File: config.mk
export PLATFORM = sky130hd
export DESIGN_NAME = regfile_wb_arbiter
export DESIGN_NICKNAME = d
export VERILOG_FILES = /design/src/rtl/wb_pkg.sv /design/src/rtl/wb_queue.sv /design/src/rtl/regfile_wb_arbiter.sv
export SDC_FILE = /design/constraint.sdc
export NUM_CORES = 1
export LEC_CHECK = 0
export ABC_AREA = 1
export CORE_MARGIN = 8
export CORE_UTILIZATION = 53
export CTS_CLUSTER_DIAMETER = 120
export DETAILED_ROUTE_END_ITERATION = 6
export MAX_ROUTING_LAYER = met4
export PLACE_DENSITY = 0.88
export SYNTH_ARGS = -nofsm -noshare
export SYNTH_HDL_FRONTEND = slang
export SYNTH_HIERARCHICAL = 1
export SYNTH_SLANG_ARGS = --single-unit
File: constraint.sdc
create_clock -name clk -period 4.7 [get_ports clk]
set_clock_uncertainty 0.05 [all_clocks]
set_input_delay 0.94 -clock clk [delete_from_list [all_inputs] [get_ports clk]]
set_output_delay 0.94 -clock clk [all_outputs]
set_load 0.05 [all_outputs]
File: src/rtl/wb_pkg.sv
// Shared constants and the queued load-response entry type for the
// register-file write-back arbiter.
package wb_pkg;

  localparam int XLEN   = 32;
  localparam int REG_AW = 5;

  typedef struct packed {
    logic              live;
    logic [REG_AW-1:0] rd;
    logic [XLEN-1:0]   data;
  } wb_entry_t;

  localparam wb_entry_t WB_ENTRY_ZERO = '{live: 1'b0, rd: 5'd0, data: 32'd0};

endpackage

File: src/rtl/wb_queue.sv
// Load-response FIFO with per-entry squash; also tracks which registers
// still have live queued data and how many live entries remain.
module wb_queue
  import wb_pkg::*;
#(
  parameter int DEPTH = 4
) (
  input  logic                       clk,
  input  logic                       rst,
  input  logic                       push,
  input  wb_entry_t                  push_entry,
  input  logic                       pop,
  input  logic                       kill_en,
  input  logic [REG_AW-1:0]          kill_rd,
  output wb_entry_t                  head,
  output logic                       full,
  output logic                       empty,
  output logic [31:0]                live_mask,
  output logic [$clog2(DEPTH):0]     live_count
);

  localparam int AW = $clog2(DEPTH);
  localparam int CW = AW + 1;

  wb_entry_t       mem_r     [DEPTH];
  wb_entry_t       mem_nxt_s [DEPTH];
  logic [AW-1:0]   wr_ptr_r;
  logic [AW-1:0]   rd_ptr_r;
  logic [CW-1:0]   count_r;
  logic [31:0]     mask_nxt_s;
  logic [CW-1:0]   live_nxt_s;

  assign head  = mem_r[rd_ptr_r];
  assign full  = (count_r == CW'(DEPTH));
  assign empty = (count_r == {CW{1'b0}});

  // Next entry contents: popped and squashed slots lose their live bit, so
  // unoccupied slots never contribute to the live mask or count.
  always_comb begin
    mask_nxt_s = 32'd0;
    live_nxt_s = {CW{1'b0}};
    for (int i = 0; i < DEPTH; i++) begin
      if (push && (AW'(i) == wr_ptr_r)) begin
        mem_nxt_s[i] = push_entry;
      end else begin
        mem_nxt_s[i]      = mem_r[i];
        mem_nxt_s[i].live = mem_r[i].live
                            && !(kill_en && (mem_r[i].rd == kill_rd))
                            && !(pop && (AW'(i) == rd_ptr_r));
      end
      mask_nxt_s = mask_nxt_s | ({31'd0, mem_nxt_s[i].live} << mem_nxt_s[i].rd);
      live_nxt_s = live_nxt_s + CW'(mem_nxt_s[i].live);
    end
  end

  // Storage, pointers and registered live summaries.
  always_ff @(posedge clk) begin
    if (rst) begin
      for (int i = 0; i < DEPTH; i++) begin
        mem_r[i] <= WB_ENTRY_ZERO;
      end
      wr_ptr_r   <= {AW{1'b0}};
      rd_ptr_r   <= {AW{1'b0}};
      count_r    <= {CW{1'b0}};
      live_mask  <= 32'd0;
      live_count <= {CW{1'b0}};
    end else begin
      for (int i = 0; i < DEPTH; i++) begin
        mem_r[i] <= mem_nxt_s[i];
      end
      wr_ptr_r   <= wr_ptr_r + AW'(push);
      rd_ptr_r   <= rd_ptr_r + AW'(pop);
      count_r    <= count_r + CW'(push) - CW'(pop);
      live_mask  <= mask_nxt_s;
      live_count <= live_nxt_s;
    end
  end

endmodule

File: src/rtl/regfile_wb_arbiter.sv
// Merges ALU results and buffered load responses onto the register file's
// single write port; younger ALU writes squash older queued loads.
module regfile_wb_arbiter #(
  parameter int XLEN  = 32,
  parameter int DEPTH = 4
) (
  input  logic                        clk,
  input  logic                        rst,
  input  logic                        alu_valid,
  input  logic [wb_pkg::REG_AW-1:0]   alu_rd,
  input  logic [XLEN-1:0]             alu_data,
  input  logic                        ld_valid,
  output logic                        ld_ready,
  input  logic [wb_pkg::REG_AW-1:0]   ld_rd,
  input  logic [XLEN-1:0]             ld_data,
  output logic                        rf_write,
  output logic [wb_pkg::REG_AW-1:0]   rf_w_addr,
  output logic [XLEN-1:0]             rf_w_data,
  output logic [31:0]                 busy_mask,
  output logic [$clog2(DEPTH):0]      ld_pending
);

  import wb_pkg::*;

  logic        alu_wr_s;
  logic        ld_keep_s;
  logic        head_live_s;
  logic        head_dead_s;
  logic        bypass_s;
  logic        push_s;
  logic        pop_s;
  logic        full_s;
  logic        empty_s;
  wb_entry_t   head_s;
  wb_entry_t   push_entry_s;
  logic        wr_nxt_s;
  logic [REG_AW-1:0] addr_nxt_s;
  logic [XLEN-1:0]   data_nxt_s;

  assign ld_ready = !rst && !full_s;

  // Write-port priority: ALU, then live queue head, then same-cycle bypass.
  always_comb begin
    alu_wr_s    = alu_valid && (alu_rd != 5'd0);
    ld_keep_s   = ld_valid && ld_ready && (ld_rd != 5'd0);
    head_live_s = !empty_s && head_s.live;
    head_dead_s = !empty_s && !head_s.live;
    pop_s       = head_dead_s || (head_live_s && !alu_wr_s);
    bypass_s    = ld_keep_s && empty_s && !alu_wr_s;
    push_s      = ld_keep_s && !bypass_s;

    // A same-cycle ALU write to the same rd is program-younger.
    push_entry_s.live = !(alu_wr_s && (alu_rd == ld_rd));
    push_entry_s.rd   = ld_rd;
    push_entry_s.data = ld_data;

    if (alu_wr_s) begin
      wr_nxt_s   = 1'b1;
      addr_nxt_s = alu_rd;
      data_nxt_s = alu_data;
    end else if (head_live_s) begin
      wr_nxt_s   = 1'b1;
      addr_nxt_s = head_s.rd;
      data_nxt_s = head_s.data;
    end else if (bypass_s) begin
      wr_nxt_s   = 1'b1;
      addr_nxt_s = ld_rd;
      data_nxt_s = ld_data;
    end else begin
      wr_nxt_s   = 1'b0;
      addr_nxt_s = rf_w_addr;
      data_nxt_s = rf_w_data;
    end
  end

  // Registered register-file write port.
  always_ff @(posedge clk) begin
    if (rst) begin
      rf_write  <= 1'b0;
      rf_w_addr <= 5'd0;
      rf_w_data <= {XLEN{1'b0}};
    end else begin
      rf_write  <= wr_nxt_s;
      rf_w_addr <= addr_nxt_s;
      rf_w_data <= data_nxt_s;
    end
  end

  wb_queue #(.DEPTH(DEPTH)) u_queue (
    .clk        (clk),
    .rst        (rst),
    .push       (push_s),
    .push_entry (push_entry_s),
    .pop        (pop_s),
    .kill_en    (alu_wr_s),
    .kill_rd    (alu_rd),
    .head       (head_s),
    .full       (full_s),
    .empty      (empty_s),
    .live_mask  (busy_mask),
    .live_count (ld_pending)
  );

endmodule

## Word level (Yosys, flattened, before mapping)

Memory sizes are Yosys's and may differ from the RTL's. A register that Yosys moved wholly into a read port is not among the register bits.
Cells that the tools add are included.

| storage, ports and cells | value |
|---|---|
| memories | 1 |
| memory bits (writable) | 152 |
| word-level logic and storage cells | 113 |
| register bits after elaboration | 80 |

| operators by class | value |
|---|---|
| shift operators | 4 |
| mux-type cells | 21 |
| add/sub/neg operators | 7 |
| reductions and logical operators | 53 |
| bitwise operators | 7 |
| eq/ne operators | 12 |

Memories:

| memory | words | width | read ports | clocked after memory_dff | write ports | RTL line | source |
|---|---|---|---|---|---|---|---|
| u_queue.mem_r | 4 | 38 | 5 | 1 | 4 | wb_queue.sv:25 | `wb_entry_t mem_r [DEPTH];` |

Operator list:

| operator | number |
|---|---|
| 2-to-1 mux 38 bit | 8 |
| left shift 1 x 5 -> 32 bit | 4 |
| 2-to-1 mux 32 bit | 3 |
| OR 32 bit | 3 |
| logical AND 1 bit | 31 |
| == test 5 bit | 5 |
| logical NOT 1 bit | 15 |
| 2-to-1 mux 5 bit | 3 |
| nonzero test 5 bit | 2 |
| adder 3 x 1 -> 3 bit | 3 |
| == test 2 bit, first input constant | 4 |
| 2-to-1 mux 1 bit | 6 |
| adder 2 x 1 -> 2 bit | 2 |
| == test 1 x 2 -> 1 bit, first input constant | 2 |
| logical NOT 2 bit | 2 |
| OR 1 bit | 4 |
| == test 3 bit, second input constant | 1 |
| logical NOT 3 bit | 1 |
| nonzero test 3 bit | 1 |
| subtractor 3 x 1 -> 3 bit | 1 |
| adder 1 x 1 -> 2 bit | 1 |
| 2-to-1 mux 2 bit | 1 |
| logical OR 1 bit | 1 |

## Logic depth before layout (Yosys ltp)

Gate-level depths: netlist (run 1).

| depth | value |
|---|---|
| depth in word-level cells | 15 |
| mapped depth | 20 |
| mapped depth without buffers | 17 |

## Hierarchy

Netlist (run 1), hierarchy kept.

By module, submodules not included:

| module | instances | area an instance (sq um) | seq. area each (sq um) | cells each |
|---|---|---|---|---|
| wb_queue | 1 | 9120.0 | 3883.7 | 1302 |
| regfile_wb_arbiter | 1 | 2735.1 | 760.7 | 508 |

## Worst setup path before layout (run 1)

OpenSTA, ideal clock, no wires.

| timing path | value |
|---|---|
| path kind | input port to flip-flop |
| from | input port alu_rd[4] in the netlist's numbering |
| to | register u_queue.live_count[1] |
| slack | 1.181 ns |
| library setup time | 0.128 ns |
| arrival | 3.341 ns |
| cell stages on the path | 16 |
| cell sequence | nor2_2 > nand3_4 > nand2_2 > buf_2 > inv_1 > a21oi_1 > inv_1 > o21ai_0 > nor2_1 > nand2_1 > nand2_1 > fa_1 > ha_1 > ha_1 > inv_1 > nor2_1 |

RTL lines:

| element | RTL line | source |
|---|---|---|
| start, declared | regfile_wb_arbiter.sv:10 | `input logic [wb_pkg::REG_AW-1:0] alu_rd,` |
| end signal, assigned | wb_queue.sv:66 | `live_count <= {CW{1'b0}};` |
| end signal, assigned | wb_queue.sv:75 | `live_count <= live_nxt_s;` |
| end, declared | wb_queue.sv:19 | `output logic [$clog2(DEPTH):0] live_count` |

==> results of run 1 <==
-- power by group through the flow --
stage          Combinational (W)  Sequential [W]  Clock [W]
3_5_place_dp             0.00174         0.00228          0
2_1_floorplan           0.000973         0.00247          0
5_1_grt                  0.00193         0.00227    0.00214
6_report                 0.00180         0.00225    0.00204
4_1_cts                  0.00176         0.00224    0.00206
3_3_place_gp             0.00172         0.00227          0
-- metal layers --
metal  vias up  wire length, um  global-route usage (%)
li1       6036                -                       -
met1      5825            16300                    37.6
met2       789            18600                    47.2
met3       124             4410                    5.01
met4         0             1460                    11.0
met5         -                0                       -
-- through the flow --
stage	hold WS [ns]	total power (W)	utilization, %	std cells	cell area [um2]
final	0.404	0.00609	65.4	2203	14300
after global routing	0.420	0.00633	65.4	2203	14300
after floorplan	0.379	0.00344	-	1810	11900
after CTS	0.405	0.00606	65.4	2202	14300
after detailed placement	0.396	0.00403	61.4	2158	13400
after global placement	0.389	0.00399	61.4	2158	13400
-- sequential cells by signal (all words and copies together) (netlist names) --
signal,count
u_queue/live_count,3
u_queue/wr_ptr_r,2
rf_write,1
u_queue/live_mask,32
rf_w_addr,5
u_queue/mem_r,152
u_queue/count_r,3
rf_w_data,32
u_queue/rd_ptr_r,2
-- synthesized netlist by cell type, types with 3 or more instances --
| master | n |
|---|---|
| buf_6 | 5 |
| nor2_1 | 347 |
| inv_1 | 157 |
| dfxtp_1 | 232 |
| nand2_1 | 379 |
| o221ai_1 | 36 |
| nor2_2 | 10 |
| o21ai_1 | 6 |
| o21ai_4 | 4 |
| o21ai_2 | 10 |
| xor2_1 | 4 |
| ha_1 | 6 |
| a21oi_1 | 71 |
| a22oi_1 | 37 |
| inv_2 | 14 |
| o21ai_0 | 133 |
| buf_2 | 30 |
| buf_1 | 7 |
| buf_4 | 4 |
| nand3_1 | 225 |
| clkbuf_1 | 69 |
| xnor2_1 | 4 |
| nand2_2 | 3 |
-- worst max-delay path: cells and delay by family --
kind            cells  cell delay, ns
fa+ha+maj           3            1.01
compound gates      2            0.50
simple gates        7            0.73
buf+inv             4            0.88
-- area by class of cell --
cell class,count,area [um2]
Clock inverter,8,108
Inverter,171,643
Sequential cell,232,4640
Tap cell,280,350
Antenna cell,1,2.50
Multi-Input combinational cell,1292,6060
Clock buffer,36,757
Fill cell,1903,7580
Timing Repair Buffer,183,1750
-- cells in the final DEF, fill, tap and decap left out, drive strengths merged --
cell type,netlist,final
clkinvlp,0,1
o211ai,1,1
nand4,2,2
inv,171,171
xnor2,4,4
o2111ai,1,1
fa,2,2
nor3b,2,2
bufinv,0,2
o21ai,153,153
or2,2,2
a21oi,72,72
nor2,359,359
dfxtp,232,232
clkbuf,69,36
a22oi,37,37
clkinv,0,5
clkdlybuf4s50,0,150
nand3,227,227
buf,46,33
ha,6,6
diode,0,1
xor2,4,4
o221ai,36,36
nand2,382,382
nor3,2,2
-- worst max path at each step --
| stage | cells after the start | from | to |
|---|---|---|---|
| 3_3_place_gp | 16 | alu_rd[4] | u_queue/live_count[1] |
| 4_1_cts | 16 | alu_rd[4] | u_queue/live_count[1] |
| 5_1_grt | 16 | u_queue/rd_ptr_r[1] | u_queue/live_count[1] |
| 6_report | 16 | alu_rd[4] | u_queue/live_count[1] |
| 3_5_place_dp | 16 | alu_rd[4] | u_queue/live_count[1] |
| 2_1_floorplan | 16 | alu_rd[4] | u_queue/live_count[1] |
-- logic make-up after synthesis --
family | Yosys count | synth area share (%)
simple gates | 976 | 34.0
compound gates | 300 | 15.4
flops | 232 | 39.2
buf+inv | 286 | 9.82
fa+ha+maj | 8 | 0.971
xor+xnor | 8 | 0.591
==> results.txt, run 1 <==
Outcome - finished, final reports clean
Synth area leader - dfxtp_1
Antenna-violating nets left - 0
Worst skew pair latency - 0.54 ns
Cells along the critical path - clkdlybuf4s50_1 -> nor2_2 -> nand3_4 -> nand2_2 -> inv_1 -> a21oi_1 -> inv_1 -> o21ai_0 -> nor2_1 -> nand2_1 -> nand2_1 -> fa_1 -> ha_1 -> ha_1 -> inv_1 -> nor2_1
Register area share after synthesis - 39.2%
Dpl hpwl - 26900 um
Row count - 54
Setup CP Type - input port to flop
Part of the cycle the worst path needs - 79.5%
Pre-antenna DRT Iters - 7
Sw Ratio - 36.2%
Largest net degree at the start of global routing - 74
Worst hold endpoint - u_queue/mem_r[2][3]
Final net count - 1991
Slew Limit Fails - 0
Final setup margin - 0.965 ns
Post-synth EDFFs - 0
TritonCTS Buffers - 25
Core Area - 21900 um2
WL/cell - 18.5 um
PD cells - 426 nW/um2
Critical path arrival - 4.08 ns
Worst R2R Start - u_queue/rd_ptr_r[1]
I/O pin cnt - 152
CTS tree - built
Layout cells sized above 1 - 6.56%
Relative slew slack - 33.5%
Total GRT Usage - 29.8%
Setup Buffers After CTS - 0
Root Driver - clkbuf_16
Initial antenna violation count - 1
Yosys top cell area share - 39.2%
Pre-CTS setup slack - 0.454 ns
Worst Hold Class - flop to flop
Highest clock rate - 0.268 GHz
Hold path start - u_queue/mem_r[2][3]
Largest cells by area after synthesis - dfxtp_1, nand2_1, nor2_1
Drt total wl - 40800 um
Slowest cell on crit path - clkdlybuf4s50_1
R2r setup slk - 1.00 ns
Setup TNS Final - 0 ns
Die area - 27400 um2
Synth Flop Type - dfxtp_1
GPL Wtd Cong - 1.05
Mapped Area - 11900 um2
Final Hold Fails - 0
Leak - 6.37 nW
WP data required - 5.04 ns
Max_cap viols - 0
Hold buffer count at CTS - 0
Count of final setup violators - 0
Initial Util - 54.2%
P_int - 0.00388 W
Comb pwr share - 29.6%
Clock Pin Slew Worst Setup and Hold Paths - 0.06 ns
Fin crit period - 3.74 ns
Worst setup SP type - input port
Crit. End Element - flop
Synthesis-to-finish area growth - 20.7%
Synthesis warning total - 6
Clock share of power - 33.5%
Count of state elements after synthesis - 232
CP Max Fanout - 8
Die width - 166 um
DR vias - 12800
Global-route wire length before repair - 64000 um
Hold depth - 2
Vias in the first global route - 12000
Yosys cell types - 35
Post-Synthesis Cells - 1810
Clk sinks - 232
Avg Cell Area, Syn - 6.55 um2
GRT Residual Overflow - 0
Asr flop ratio synth - 0%
Crit path largest cell delay - 0.58 ns
PortBufs - 151
Total DRC errors in the routed layout - 0
RSZ-0062 raised after global routing - no
CTS H-tree lvls - 1
Critical path's most frequent cell - inv_1
DR vias/cell - 5.80
Max clock buf depth - 3
Syn_nets - 1896
Slew @ Worst Pin - 0.994 ns
Reg power frac - 36.9%
VDD IR max - 0.000345 V
FF-to-FF path depth - 16
Worst reg2reg path endpoint - u_queue/live_count[1]
Cts repair resizes - 0
Die height - 166 um
NetSw - 0.00221 W
1st-iter DRT viols - 1864
(Power assumes the default switching activity.)
==> run 2, diff against run 1 <==
==> constraint.sdc (replaced) <==
create_clock -name clk -period 3.86 [get_ports clk]
set_clock_uncertainty 0.05 [all_clocks]
set_input_delay 0.772 -clock clk [delete_from_list [all_inputs] [get_ports clk]]
set_output_delay 0.772 -clock clk [all_outputs]
set_load 0.05 [all_outputs]
==> run 2 against run 1 <==
  * Core utilization is 0.38 points higher
  * Via count hardly changed
  * Power is 20% higher
  * Sequential power is 21% higher
  * Wire length is 0.17% lower
  * Clock power is 15% higher
  * Non-clock buffer count is 17 higher
  * Global-route usage is 0.17 points lower
  * Design area is 0.59% higher
  * Combinational power is 23% higher
  * Worst setup slack worse by 0.27 ns
  * Largest cell class unchanged
==> results.txt, run 2 (synthesis gave the netlist of run 1 again) <==
Layout cells sized above 1 - 7.07% (was 6.56%)
DR vias/cell - 5.75 (was 5.80)
Critical path's most frequent cell - nand2_1 (was inv_1)
P_int - 0.00466 W (was 0.00388 W)
Part of the cycle the worst path needs - 81.9%
Worst hold endpoint - u_queue/mem_r[3][2] (was u_queue/mem_r[2][3])
GPL Wtd Cong - 0.998 (was 1.05)
GRT Residual Overflow - 0 (unchanged)
Die height - 166 um (unchanged)
Total DRC errors in the routed layout - 0 (unchanged)
Die width - 166 um (unchanged)
Max_cap viols - 0 (unchanged)
Family with the most delay on the worst path - adder cells (unchanged)
CTS H-tree lvls - 1 (unchanged)
Critical path arrival - 3.51 ns (was 4.08 ns)
VDD IR max - 0.000266 V (was 0.000345 V)
WP data required - 4.21 ns (was 5.04 ns)
Highest clock rate - 0.316 GHz
PortBufs - 151 (unchanged)
Sw Ratio - 36.2% (about the same)
FF-to-FF path depth - 16 (unchanged)
Largest register by flop count - u_queue/mem_r (unchanged)
Hold_ws - 0.405 ns (was 0.404 ns)
Worst skew pair latency - 0.53 ns (was 0.54 ns)
CTS tree - built (unchanged)
Initial antenna violation count - 3 (was 1)
Clock share of power - 32.2% (was 33.5%)
Setup Buffers After CTS - 0 (unchanged)
RSZ-0062 raised after global routing - no (unchanged)
TritonCTS Buffers - 25 (unchanged)
Largest regs - u_queue/mem_r (152), rf_w_data (32), u_queue/live_mask (32) (unchanged)
Synthesis-to-finish area growth - 21.4% (was 20.7%)
Area after DPL - 13600 um2 (was 13400 um2)
Outcome - finished, final reports clean (unchanged)
Dpl hpwl - 26800 um (was 26900 um)
Die area - 27400 um2 (unchanged)
NetSw - 0.00265 W (was 0.00221 W)
Final Hold Fails - 0 (unchanged)
Setup TNS Final - 0 ns (unchanged)
Clk sinks - 232 (unchanged)
DR vias - 12800 (about the same)
Total GRT Usage - 29.6% (was 29.8%)
PD cells - 507 nW/um2 (was 426 nW/um2)
Worst reg2reg path endpoint - u_queue/live_count[1] (unchanged)
Fin crit period - 3.16 ns
Slowest cell on crit path - fa_1 (was clkdlybuf4s50_1)
1st-iter DRT viols - 1558 (was 1864)
Core Area - 21900 um2 (unchanged)
Drt total wl - 40800 um (about the same)
Clock Pin Slew Worst Setup and Hold Paths - 0.06 ns (about the same)
Most common cell after layout, fill and taps aside - nand2_1 (unchanged)
Cells along the critical path - clkdlybuf4s50_1 -> nor3b_1 -> nand2_1 -> a21oi_1 -> buf_4 -> nand3_2 -> o21ai_0 -> nor2_1 -> nand2_1 -> nand2_1 -> fa_1 -> ha_1 -> ha_1 -> inv_1 -> nor2_1 (was clkdlybuf4s50_1 -> nor2_2 -> nand3_4 -> nand2_2 -> inv_1 -> a21oi_1 -> inv_1 -> o21ai_0 -> nor2_1 -> nand2_1 -> nand2_1 -> fa_1 -> ha_1 -> ha_1 -> inv_1 -> nor2_1)
Max clock buf depth - 3 (unchanged)
Pre-CTS setup slack - 0.206 ns (was 0.454 ns)
Worst setup SP type - input port (unchanged)
Slew @ Worst Pin - 1.05 ns (was 0.994 ns)
Worst R2R Start - u_queue/rd_ptr_r[1] (unchanged)
Setup CP Type - input port to flop (unchanged)
Hold depth - 2 (unchanged)
Initial Util - 54.2% (unchanged)
Final setup margin - 0.698 ns (was 0.965 ns)
Root Driver - clkbuf_16 (unchanged)
Commonest non-fill, non-tap cells in the layout - nand2_1, nor2_1, dfxtp_1 (unchanged)
Final instance area - 14400 um2 (was 14300 um2)
Antenna-violating nets left - 0 (unchanged)
Global-route wire length before repair - 63700 um (was 64000 um)
Slew Limit Fails - 0 (unchanged)
WL/cell - 18.4 um (was 18.5 um)
Row count - 54 (unchanged)
R2r setup slk - 0.79 ns (was 1.00 ns)
Critical path buffers and inverters - 3 (was 4)
Pre-antenna DRT Iters - 6 (was 7)
Crit. End Element - flop (unchanged)
Number of flip-flops under the largest register name - 152 (unchanged)
Largest net degree at the start of global routing - 129 (was 74)
Worst Hold Class - flop to flop (unchanged)
Count of final setup violators - 0 (unchanged)
Comb pwr share - 30.4% (was 29.6%)
Hold buffer count at CTS - 0 (unchanged)
FILL cells - 1862 (was 1903)
Crit path largest cell delay - 0.52 ns (was 0.58 ns)
Vias in the first global route - 12200 (was 12000)
Relative slew slack - 30.2% (was 33.5%)
CP Max Fanout - 6 (was 8)
Reg power frac - 37.4% (was 36.9%)
I/O pin cnt - 152 (unchanged)
Pwr Total - 0.00730 W (was 0.00609 W)
Leak - 6.43 nW (was 6.37 nW)
Hold path start - u_queue/mem_r[3][2] (was u_queue/mem_r[2][3])
Final net count - 2008 (was 1991)
Cts repair resizes - 0 (unchanged)
-- run 2: cell count changes in the layout (fill, tap and decap cells not counted), sizes merged --
| cell | change |
|---|---|
| diode | +2 |
| clkinv | -1 |
| clkinvlp | -1 |
| clkbuf | +1 |
| buf | +17 |
| bufinv | -1 |
-- run 2: per-stage QoR --
step                      util (%)  std cells
after global routing          65.7       2220
after floorplan                  -       1810
after detailed placement      62.0       2175
after global placement        62.0       2175
after CTS                     65.7       2217
final                         65.7       2220
-- run 2: power groups by stage --
stage | combinational, W | clock (W) | sequential (W)
4_1_cts | 0.00217 | 0.00237 | 0.00273
6_report | 0.00222 | 0.00235 | 0.00273
3_5_place_dp | 0.00215 | 0 | 0.00278
2_1_floorplan | 0.00118 | 0 | 0.00301
3_3_place_gp | 0.00212 | 0 | 0.00277
5_1_grt | 0.00239 | 0.00247 | 0.00276
-- run 2: area by class of cell --
| cell class | instances | area (um2) | area share [%] |
|---|---|---|---|
| Tap cell | 280 | 350 | 2.43 |
| Multi-Input combinational cell | 1292 | 6050 | 42.1 |
| Clock inverter | 5 | 65.1 | 0.452 |
| Clock buffer | 37 | 741 | 5.15 |
| Inverter | 171 | 643 | 4.47 |
| Timing Repair Buffer | 200 | 1890 | 13.1 |
| Antenna cell | 3 | 7.51 | 0.0522 |
| Sequential cell | 232 | 4640 | 32.3 |
-- run 2: worst max-delay path by stage --
stage	depth (start not counted)	from	slack [ns]	end
floorplan	16	alu_rd[4]	0.51	u_queue/live_count[1]
global route	16	u_queue/rd_ptr_r[1]	0.49	u_queue/live_count[1]
global placement	16	alu_rd[2]	0.28	u_queue/live_count[1]
detailed placement	15	ld_valid	0.21	u_queue/live_count[1]
finish	15	ld_valid	0.70	u_queue/live_count[1]
CTS	4	rst	0.71	ld_ready
-- run 2: layer usage --
layer,vias to the layer above,global-route usage [%],routed length [um]
met5,-,-,0
met2,732,47.2,18800
li1,6085,-,-
met1,5825,35.9,16100
met4,0,13.6,1560
met3,127,5.35,4310
-- run 2: worst reg2reg max path: stages, from the launching register on --
cell      delay (ns)
dfxtp_1         0.45
inv_1           0.09
nand2_1         0.08
inv_1           0.05
a22oi_1         0.17
o211ai_1        0.15
a21oi_1         0.23
inv_1           0.09
o21ai_0         0.22
nor2_1          0.07
nand2_1         0.08
nand2_1         0.09
fa_1            0.47
ha_1            0.23
ha_1            0.31
inv_1           0.06
nor2_1          0.04
==> run 3, diff against run 2 <==
--- a/config.mk
+++ b/config.mk
@@ -7,7 +7,7 @@
 export LEC_CHECK = 0
 export ABC_AREA = 1
 export CORE_MARGIN = 8
-export CORE_UTILIZATION = 53
+export CORE_UTILIZATION = 51
 export CTS_CLUSTER_DIAMETER = 120
 export DETAILED_ROUTE_END_ITERATION = 6
 export MAX_ROUTING_LAYER = met4
==> constraint.sdc (replaced) <==
create_clock -name clk -period 2.8 [get_ports clk]
set_clock_uncertainty 0.05 [all_clocks]
set_input_delay 0.56 -clock clk [delete_from_list [all_inputs] [get_ports clk]]
set_output_delay 0.56 -clock clk [all_outputs]
set_load 0.05 [all_outputs]
==> run 3 against run 2 <==
  * The run now ends with DRC left
  * Worst setup slack lost 0.69 ns
  * Count of clock-buffer cells in the layout decreased by 7
  * Wire length up 6.6%
  * Combinational power is 55% higher
  * Power increased by 51%
  * Register-to-register slack worse by 0.74 ns
  * Global-route usage increased by 0.51 points
  * Critical path depth decreased by 1
  * Die area increased by 3.5%
  * Critical path type unchanged
  * Largest cell class unchanged
  * Highest routed layer unchanged
==> results.txt, run 3 (synthesis gave the netlist of run 1 again) <==
Outcome - finished with violations (was finished, final reports clean)
Failing checks - DRC
1st-iter DRT viols - 1642 (was 1558)
Worst setup SP type - input port (unchanged)
Worst Hold Class - flop to flop (unchanged)
Dpl hpwl - 29100 um (was 26800 um)
Initial Util - 52.2% (was 54.2%)
VDD IR max - 0.000501 V (was 0.000266 V)
Highest clock rate - 0.358 GHz
FF-to-FF path depth - 14 (was 16)
Fin crit period - 2.79 ns
Final Hold Fails - 0 (unchanged)
I/O pin cnt - 152 (unchanged)
GRT Residual Overflow - 0 (unchanged)
TritonCTS Buffers - 26 (was 25)
Row count - 55 (was 54)
Critical path endpoint - u_queue/live_count[1] (unchanged)
Crit. End Element - flop (unchanged)
Worst skew pair latency - 0.54 ns (was 0.53 ns)
DR vias - 13300 (was 12800)
Worst R2R Start - u_queue/count_r[2] (was u_queue/rd_ptr_r[1])
Comb pwr share - 31.2% (was 30.4%)
Crit path largest cell delay - 0.55 ns (was 0.52 ns)
NetSw - 0.00391 W (was 0.00265 W)
Die area - 28400 um2 (was 27400 um2)
Slowest cell on crit path - fa_1 (unchanged)
Fin cells - 2321 (was 2220)
PortBufs - 151 (unchanged)
WL/cell - 18.7 um (was 18.4 um)
P_int - 0.00711 W (was 0.00466 W)
Worst reg2reg path endpoint - u_queue/live_count[1] (unchanged)
Root Driver - clkbuf_16 (unchanged)
Leak - 7.05 nW (was 6.43 nW)
Reg power frac - 34.2% (was 37.4%)
CTS H-tree lvls - 1 (unchanged)
Synthesis-to-finish area growth - 31.0% (was 21.4%)
Initial antenna violation count - 1 (was 3)
Commonest non-fill, non-tap cells in the layout - nand2_1, nor2_1, dfxtp_1 (unchanged)
Global-route wire length before repair - 67800 um (was 63700 um)
Fin util - 68.4% (was 65.7%)
Largest regs - u_queue/mem_r (152), rf_w_data (32), u_queue/live_mask (32) (unchanged)
Slew @ Worst Pin - 0.769 ns (was 1.05 ns)
Max clock buf depth - 3 (unchanged)
Setup CP Type - input port to flop (unchanged)
Source of the critical timing path - ld_valid (unchanged)
Total DRC errors in the routed layout - 1 (was 0)
Pwr Total - 0.0110 W (was 0.00730 W)
Slew Limit Fails - 0 (unchanged)
WP data required - 3.13 ns (was 4.21 ns)
Drt total wl - 43400 um (was 40800 um)
Clk sinks - 232 (unchanged)
Count of final setup violators - 0 (unchanged)
Die width - 168 um (was 166 um)
Core Area - 22700 um2 (was 21900 um2)
DR vias/cell - 5.74 (was 5.75)
Cells along the critical path - clkdlybuf4s50_1 -> nor3b_2 -> nand2_2 -> a21oi_4 -> nand3_2 -> nand2_1 -> a21oi_2 -> nand2_1 -> nand2_2 -> fa_1 -> ha_2 -> ha_4 -> inv_2 -> nor2_1 (was clkdlybuf4s50_1 -> nor3b_1 -> nand2_1 -> a21oi_1 -> buf_4 -> nand3_2 -> o21ai_0 -> nor2_1 -> nand2_1 -> nand2_1 -> fa_1 -> ha_1 -> ha_1 -> inv_1 -> nor2_1)
CTS tree - built (unchanged)
Most common cell after layout, fill and taps aside - nand2_1 (unchanged)
Sw Ratio - 35.5% (was 36.2%)
PD cells - 710 nW/um2 (was 507 nW/um2)
Pre-antenna DRT Iters - 7 (was 6)
GPL Wtd Cong - 0.975 (was 0.998)
Final net count - 2100 (was 2008)
Critical path arrival - 3.12 ns (was 3.51 ns)
Clock share of power - 34.6% (was 32.2%)
Number of flip-flops under the largest register name - 152 (unchanged)
Layout cells sized above 1 - 12.8% (was 7.07%)
R2r setup slk - 0.05 ns (was 0.79 ns)
CP Max Fanout - 4 (was 6)
Max_cap viols - 0 (unchanged)
Total GRT Usage - 30.1% (was 29.6%)
Relative slew slack - 48.7% (was 30.2%)
Die height - 168 um (was 166 um)
Part of the cycle the worst path needs - 99.7%
Antenna-violating nets left - 0 (unchanged)
Clock Pin Slew Worst Setup and Hold Paths - 0.06 ns (about the same)
Largest net degree at the start of global routing - 70 (was 129)
Largest register by flop count - u_queue/mem_r (unchanged)
Vias in the first global route - 13000 (was 12200)
Cell total after placement - 2267 (was 2175)
run 3: cell types whose count changed in the layout (fill, tap and decap cells not counted), sizes merged:
cell,change
bufinv,+5
clkbuf,-7
diode,-1
buf,+92
clkinv,+2
dlymetal6s2s,+4
clkdlybuf4s50,-5
clkinvlp,+6
run 3: how the worst min path moves through the flow:
stage | slack (ns) | end | start | cells after the start
global route | 0.42 | u_queue/mem_r[2][22] | u_queue/mem_r[2][22] | 2
global placement | 0.39 | u_queue/mem_r[2][25] | u_queue/mem_r[2][25] | 2
floorplan | 0.38 | u_queue/mem_r[2][0] | u_queue/mem_r[2][0] | 2
detailed placement | 0.39 | u_queue/mem_r[3][20] | u_queue/mem_r[3][20] | 2
finish | 0.40 | u_queue/mem_r[3][29] | u_queue/mem_r[3][29] | 2
CTS | 0.40 | u_queue/mem_r[2][9] | u_queue/mem_r[2][9] | 2
run 3: worst max-delay path: cells and delay by family:
family | cells | cell delay (ns)
fa+ha+maj | 3 | 0.95
simple gates | 7 | 0.85
buf+inv | 2 | 0.50
compound gates | 2 | 0.25
run 3: layout make-up:
class / instances / area, um2
clock buffers: 30 / 706
repair buffers: 291 / 2750
diodes: 2 / 5.00
clock inverters: 18 / 274
multi-input cells: 1292 / 6140
fillers: 1827 / 7180
inverters: 171 / 642
flip-flops and latches: 232 / 4650
well taps: 285 / 357
run 3: per-stage QoR:
stage	hold WS (ns)	area, um2	setup TNS [ns]	setup WS (ns)
6_report	0.403	15500	0	0.00903
5_1_grt	0.421	15500	-0.296	-0.0616
4_1_cts	0.404	15400	0	0.00587
3_5_place_dp	0.395	14400	-23.36	-0.643
3_3_place_gp	0.385	14400	-19.10	-0.590
2_1_floorplan	0.379	11900	-0.0482	-0.0482
run 3: layer usage:
layer | up-vias | track usage (%) | part of all wire [%]
met5 | - | - | 0
met4 | 0 | 18.9 | 6.8
met3 | 183 | 4.95 | 8.9
met2 | 771 | 50.0 | 47
met1 | 6108 | 33.6 | 37
li1 | 6266 | - | -
run 3: power by group through the flow:
| stage | Sequential, W | Clock [W] | Combinational, W |
|---|---|---|---|
| after global routing | 0.00379 | 0.00401 | 0.00367 |
| after floorplan | 0.00415 | 0 | 0.00173 |
| final | 0.00377 | 0.00381 | 0.00344 |
| after global placement | 0.00380 | 0 | 0.00323 |
| after CTS | 0.00375 | 0.00386 | 0.00332 |
| after detailed placement | 0.00381 | 0 | 0.00329 |
run 3: repair_timing:
| item | 4_1_cts | 5_1_grt |
|---|---|---|
| hold buffers | 0 | 0 |
| endpoints found under the setup margin | 3 | 35 |
| buffers inserted | 0 | 4 |
| hold endpoints to repair | 0 | 0 |
| pin swaps | 0 | 16 |
| resized for setup | 3 | 18 |
